File: src/rtl/board_test_gen2.sv
// board_test_gen2: CPLD test-board bring-up block (prescaler, event counter, registered adder)
// Ports:
//   clk, reset          clock (rising edge), asynchronous active-low reset
//   en, clear           prescaler enable, synchronous clear of both counters
//   mode, load_val      event counter mode (00 up, 01 down, 10 hold, 11 load) and load value
//   add_a, add_b        adder operands, qualified by add_valid
//   counter_out, tick   prescaler count and combinational terminal pulse
//   small_out           event counter value; small_wrap is a one-cycle wrap pulse
//   sum_out, sum_valid  registered sum with carry in the MSB, and its valid flag
module board_test_gen2 #(
   parameter int CNT_W   = 15,
   parameter int TERM    = 2**CNT_W-1,
   parameter int SMALL_W = 4,
   parameter int ADD_W   = 4
) (
   input  logic               clk,
   input  logic               reset,
   input  logic               en,
   input  logic               clear,
   input  logic [1:0]         mode,
   input  logic [SMALL_W-1:0] load_val,
   input  logic [ADD_W-1:0]   add_a,
   input  logic [ADD_W-1:0]   add_b,
   input  logic               add_valid,
   output logic [CNT_W-1:0]   counter_out,
   output logic               tick,
   output logic [SMALL_W-1:0] small_out,
   output logic               small_wrap,
   output logic [ADD_W:0]     sum_out,
   output logic               sum_valid
);
   localparam logic [CNT_W-1:0] TERM_C = CNT_W'(TERM);
   logic [CNT_W-1:0]   cnt_q, cnt_d;
   logic [SMALL_W-1:0] small_q, small_d;
   logic               wrap_q, wrap_d;
   logic [ADD_W:0]     sum_q, sum_d;
   logic               sv_q;
   logic               up, dn, ld;
   assign tick = en & (cnt_q == TERM_C);
   assign ld   = mode == 2'b11;
   assign up   = mode == 2'b00 & tick;
   assign dn   = mode == 2'b01 & tick;
   always_comb begin
      cnt_d   = clear ? '0 : !en ? cnt_q : tick ? '0 : cnt_q + CNT_W'(1);
      // load ignores en and tick; clear still beats it
      small_d = clear ? '0 : ld ? load_val : up ? small_q + SMALL_W'(1) :
                dn ? small_q - SMALL_W'(1) : small_q;
      wrap_d  = !clear & ((up & (&small_q)) | (dn & (small_q == '0)));
      sum_d   = add_valid ? {1'b0, add_a} + {1'b0, add_b} : sum_q;
   end
   always_ff @(posedge clk or negedge reset) begin
      if (!reset) begin
         cnt_q   <= '0;
         small_q <= '0;
         wrap_q  <= 1'b0;
         sum_q   <= '0;
         sv_q    <= 1'b0;
      end else begin
         cnt_q   <= cnt_d;
         small_q <= small_d;
         wrap_q  <= wrap_d;
         sum_q   <= sum_d;
         sv_q    <= add_valid;
      end
   end
   assign counter_out = cnt_q;
   assign small_out   = small_q;
   assign small_wrap  = wrap_q;
   assign sum_out     = sum_q;
   assign sum_valid   = sv_q;
endmodule

File: config.mk
export PLATFORM = sky130hd
export DESIGN_NAME = board_test_gen2
export DESIGN_NICKNAME = d
export VERILOG_FILES = /design/src/rtl/board_test_gen2.sv
export SDC_FILE = /design/constraint.sdc
export NUM_CORES = 1
export LEC_CHECK = 0
export BUFFER_PORTS_ARGS = -buffer_cell sky130_fd_sc_hd__buf_4
export CAP_MARGIN = 0
export CELL_PAD_IN_SITES_DETAIL_PLACEMENT = 0
export CELL_PAD_IN_SITES_GLOBAL_PLACEMENT = 2
export CORE_UTILIZATION = 32
export CTS_CLUSTER_DIAMETER = 40
export DETAILED_ROUTE_END_ITERATION = 8
export HOLD_SLACK_MARGIN = 0.05
export PLACE_DENSITY = 0.84
export SLEW_MARGIN = 20
export SYNTH_ARGS = -nofsm -noshare
export SYNTH_HDL_FRONTEND = slang
export SYNTH_SLANG_ARGS = --single-unit
File: constraint.sdc
create_clock -name clk -period 5.2 [get_ports clk]
set_input_delay 0.26 -clock clk [delete_from_list [all_inputs] [get_ports clk]]
set_output_delay 0.26 -clock clk [all_outputs]
set_load 0.02 [all_outputs]
# == Yosys cells after proc, flatten, opt, wreduce, memory -nomap -nowiden ==
# Index checks and enable logic that the tools add are counted.
# Widths: inputs -> output; s select.
# word_totals
ff_bits,26
out_inout_bits,27
elab_cells,32
# op_classes
addsub,4
eq_ne,3
mux,7
n_bitwise,7
n_reduce_logical,6
# op_table
op,count
$mux 15,3
$mux 4,4
$add 15x1->15 const B,1
$eq 15x15->1 const B,1
$and 1x1->1,6
$add 4x4->5,1
$add 4x1->4 const B,1
$logic_not 4->1,1
$reduce_and 4->1,1
$reduce_bool 4->1,1
$sub 4x1->4 const B,1
$eq 2x1->1 const B,1
$eq 2x2->1 const B,1
$logic_not 2->1,1
$reduce_bool 2->1,1
$logic_not 1->1,1
$or 1x1->1,1

# == Depth between registers and ports, before layout ==
# logic_depth
ltp_word,7
mapped_depth,11
depth_no_buf,10

# == Least setup slack after synthesis ==
# No wires, ideal clock.
# synth_timing
path_kind,register to register
startpoint,reg cnt_q[7] (netlist: counter_out[7])
endpoint,reg small_q[3] (netlist: small_out[3])
arrival_ns,2.803
required_time_ns,5.101
path_slack_ns,2.298
stages_incl_launch_ff,10
period_less_slack_ns,2.902
cell_sequence,dfrtp_1 -> nand4_2 -> or3_1 -> buf_2 -> or3_1 -> ha_1 -> a311o_1 -> nand3_1 -> or4_1 -> a311oi_1
# synth_via
elab_chain_cells,6
word_cells_on_any_way,8
cone_classes,1 x eq/ne; 3 x mux; 3 x bitwise; 1 x reduce/logical
# synth_lines
item,line,text
start: declaration,33,"logic [CNT_W-1:0] cnt_q, cnt_d;"
start signal: assignment,59,cnt_q <= cnt_d;
$eq 15x15->1 *,39,assign tick = en & (cnt_q == TERM_C);
$and 1x1->1 *,39,
$and 1x1->1,41,assign up = mode == 2'b00 & tick;
$mux 4 (3 in series),46,small_d = clear ? '0 : ld ? load_val : up ? small_q + SMALL_W'(1) :
end signal: assignment,60,small_q <= small_d;
end: declaration,34,"logic [SMALL_W-1:0] small_q, small_d;"
# Every way passes the cells marked *; elsewhere a longest branch is shown, timed or not.
# A chain may end at the register's enable or synchronous reset.

# == Worst setup path in the final report ==
# Same ends and word-level chain as after synthesis.

==> impl_metrics.yaml <==
timing:
  finClkSkew_ns: 0.0101
  setup_tns_ns: 0
  fmax_ghz: 0.337
  hold_slack_ns: 0.158
  grt_setup_unrepaired: "false"
  report.final.setup_viol: 0
  slew_headroom_pct: 61.6
  final.period_utilization_pct: 57.0
  slew_viol_final: 0
  tightest_slew_ns: 0.575
  final_hold_violations: 0
  period_needed_ns: 2.97
clock_tree:
  cts_root_buf: "sky130_fd_sc_hd__clkbuf_8"
  number_of_h_tree_levels: 1
  cts_buffers: 3
  insertion_delay_ns: 0.28
  cts_tree: "yes"
  cts_post_setup_buffers_inserted: 0
  ctsLongestPathBuffers: 2
  cts_resized: 0
  numClockSinks: 26
  ctsHoldBuffers: 1
  worst_setup_hold_path_clk_slew_ns: 0.09
synth:
  post_synth_main_area_contributors: "sky130_fd_sc_hd__dfrtp_1, sky130_fd_sc_hd__xnor2_1, sky130_fd_sc_hd__ha_1"
  yosys_most_used_dff: "sky130_fd_sc_hd__dfrtp_1"
  mean_instance_size_in_the_synthesized_netlist_um2: 9.60
  post-synth-top-area-cell: "sky130_fd_sc_hd__dfrtp_1"
  syn_inst: 156
  synth_top_area_share_pct: 43.4
  netlist-cell-type-count: 35
  synth_seq_cells: 26
  synth_edf_count: 0
  synth.net_count: 183
  ys_async_sr_fraction_pct: 100
  ys_warn_count: 0
  seq_area_frac_synth_pct: 43.4
  synth_area_um2: 1500
run_status:
  status: "completed"
floorplan:
  die-width_um: 70.4
  ioPinCount: 46
  coreArea_um2: 4410
  design.die.area_um2: 4960
  floorplan.initialDensity_pct: 33.9
  number_of_placement_rows: 24
  dieHeight_um: 70.4
power_and_ir_drop:
  power.leakage_uw: 0.000857
  totalPowerFinal_uw: 440
  pwr-share-seq_pct: 50.5
  p_int_uw: 321
  power.switching_uw: 118
  combinationalPowerShare_pct: 19.3
  power.density_cell_area_nw_per_um2: 227
  power.share.clock_pct: 30.2
  worst_ir_drop_vdd_uv: 105
  power_switching_share_pct: 26.9
critical_path:
  critical_path.reg2reg.startpoint: "counter_out[7]"
  critical_path.max_fanout: 9
  rr_endpoint: "small_out[3]"
  setup.worst_path.start_class: "flip-flop"
  reg2reg_slack_ns: 2.23
  timing.reg2reg.worst_path_depth: 8
  cp_data_required_time_ns: 5.39
  cp.arrival_ns: 3.16
  worst-setup-path-type: "flip-flop to flip-flop"
  critical_path.endpoint_type: "flip-flop"
layout:
  layout-area-overhead-vs-synth_pct: 29.3
  antennaDiodeCount: 0
  area.sequential_um2: 651
  num-nets-final: 227
  final_cells: 251
  drive_above_1_share_pct: 27.6
  n_fill_cell: 456
  multi_input_area_um2: 788
  post_route_standard_cell_area_excluding_fillers_um2: 1940
placement:
  io_buffer_count: 45
  place_area_um2: 1870
  hpwl_um: 2700
  placedCellCount: 246
  gp_congestion: 0.799
drt:
  viasPerCell: 5.24
  drt-pass1-iter-count: 4
  finalWirelength_um: 3540
  detailroute.via_count: 1314
  route.detailed.drc: 0
  wl_per_cell_um: 14.1
  detail_route.iter0.violations: 64
  ant_nets: 0
grt:
  globalRouteOverflowTotal: 0
  globalRouteTotalUtil_pct: 15.0
  vias_in_the_first_global_route: 1270
  initial_antenna_violation_count: 0
  grt_start_max_net_pins: 27
  grt_pass1_wl_um: 5960
hold_path:
  hold_depth: 1
  min-delay-start: "add_valid"
  timing.hold.worst.class: "input port to flip-flop"
  hold_end: "sum_valid"
run:
  drv_cap: 0
-- sequential cells by signal (all words and copies together), names as in the netlist --
register	count
counter_out	15
sum_out	5
small_out	4
sum_valid	1
small_wrap	1
-- power by group through the flow --
stage	logic, uW	registers [uW]	clock network [uW]
6_report	84.7	222	133
5_1_grt	92.7	224	148
4_1_cts	86.4	222	140
3_5_place_dp	85.6	226	0
3_3_place_gp	84.5	225	0
2_1_floorplan	32.4	238	0
-- layout by cell type, fill, tap and decap left out, drive strengths merged, types with 3 or more instances in the layout --
cell type / instances
a21oi: 7
o21ai: 3
mux2: 3
clkbuf: 4
xnor2: 11
o211ai: 5
a311oi: 3
ha: 7
or4: 3
dfrtp: 26
inv: 8
nand2b: 4
or3: 4
buf: 45
nor3: 7
nor4: 3
nor2: 20
nand3: 9
xor2: 4
nand2: 6
-- worst max-delay path: stages, from the launching register on --
cell and delay (ns):
sky130_fd_sc_hd__dfrtp_1 0.46, sky130_fd_sc_hd__nand4_2 0.22, sky130_fd_sc_hd__or3_1 0.55, sky130_fd_sc_hd__or3_1 0.42, sky130_fd_sc_hd__ha_1 0.34, sky130_fd_sc_hd__a311o_1 0.16, sky130_fd_sc_hd__nand3_1 0.09, sky130_fd_sc_hd__or4_1 0.41
sky130_fd_sc_hd__a311oi_1 0.25
-- synthesized netlist by cell type (2+ instances only) --
| cell type | instances |
|---|---|
| sky130_fd_sc_hd__xnor2_1 | 11 |
| sky130_fd_sc_hd__mux2_2 | 3 |
| sky130_fd_sc_hd__a31oi_1 | 2 |
| sky130_fd_sc_hd__inv_1 | 8 |
| sky130_fd_sc_hd__nor2_1 | 20 |
| sky130_fd_sc_hd__nand2_1 | 6 |
| sky130_fd_sc_hd__o211ai_1 | 5 |
| sky130_fd_sc_hd__clkbuf_1 | 5 |
| sky130_fd_sc_hd__dfrtp_1 | 26 |
| sky130_fd_sc_hd__or3_1 | 4 |
| sky130_fd_sc_hd__or4_1 | 3 |
| sky130_fd_sc_hd__a311oi_1 | 3 |
| sky130_fd_sc_hd__a21oi_1 | 7 |
| sky130_fd_sc_hd__o21ai_0 | 3 |
| sky130_fd_sc_hd__nand3_1 | 8 |
| sky130_fd_sc_hd__nor3_1 | 7 |
| sky130_fd_sc_hd__nor4_1 | 3 |
| sky130_fd_sc_hd__nand2b_1 | 4 |
| sky130_fd_sc_hd__a21o_1 | 2 |
| sky130_fd_sc_hd__ha_1 | 7 |
| sky130_fd_sc_hd__buf_2 | 2 |
| sky130_fd_sc_hd__xor2_1 | 4 |
-- routing by layer --
metal	global-route usage, %	vias up	share of wire (%)
met5	0	-	0
met3	3.90	4	5.2
met2	25.4	30	49
met1	19.3	639	45
li1	-	641	-
met4	2.67	0	0.65
-- layout make-up --
cell class | instances | area share, %
Tap cell | 52 | 3.36
Multi-Input combinational cell | 115 | 40.7
Timing Repair Buffer | 46 | 18.0
Clock buffer | 4 | 2.84
Sequential cell | 26 | 33.6
Inverter | 8 | 1.55
-- per-stage QoR --
stage	setup slack [ns]	util, %
after floorplan	2.30	-
after global placement	2.32	42.4
after detailed placement	2.24	42.4
after CTS	2.25	43.9
after global routing	2.03	43.9
final	2.23	43.9
-- kinds of logic (layout without fill, tap and decap cells) --
group / after synthesis / count (layout) / synth area share, %
compound gates: 27 / 27 / 12.5
xor+xnor: 15 / 15 / 8.77
fa+ha+maj: 8 / 8 / 7.18
buf+inv: 15 / 58 / 3.93
flops: 26 / 26 / 43.4
mux: 4 / 4 / 2.92
simple gates: 61 / 61 / 21.2
-- worst max-delay path by stage --
| stage | from | to | slack (ns) |
|---|---|---|---|
| detailed placement | counter_out[7] | small_out[3] | 2.24 |
| CTS | counter_out[7] | small_out[3] | 2.25 |
| finish | counter_out[7] | small_out[3] | 2.23 |
| floorplan | counter_out[7] | small_out[3] | 2.30 |
| global placement | counter_out[6] | small_out[3] | 2.32 |
| global route | counter_out[7] | small_out[3] | 2.03 |
No activity file was read; power rests on OpenSTA's default activity.
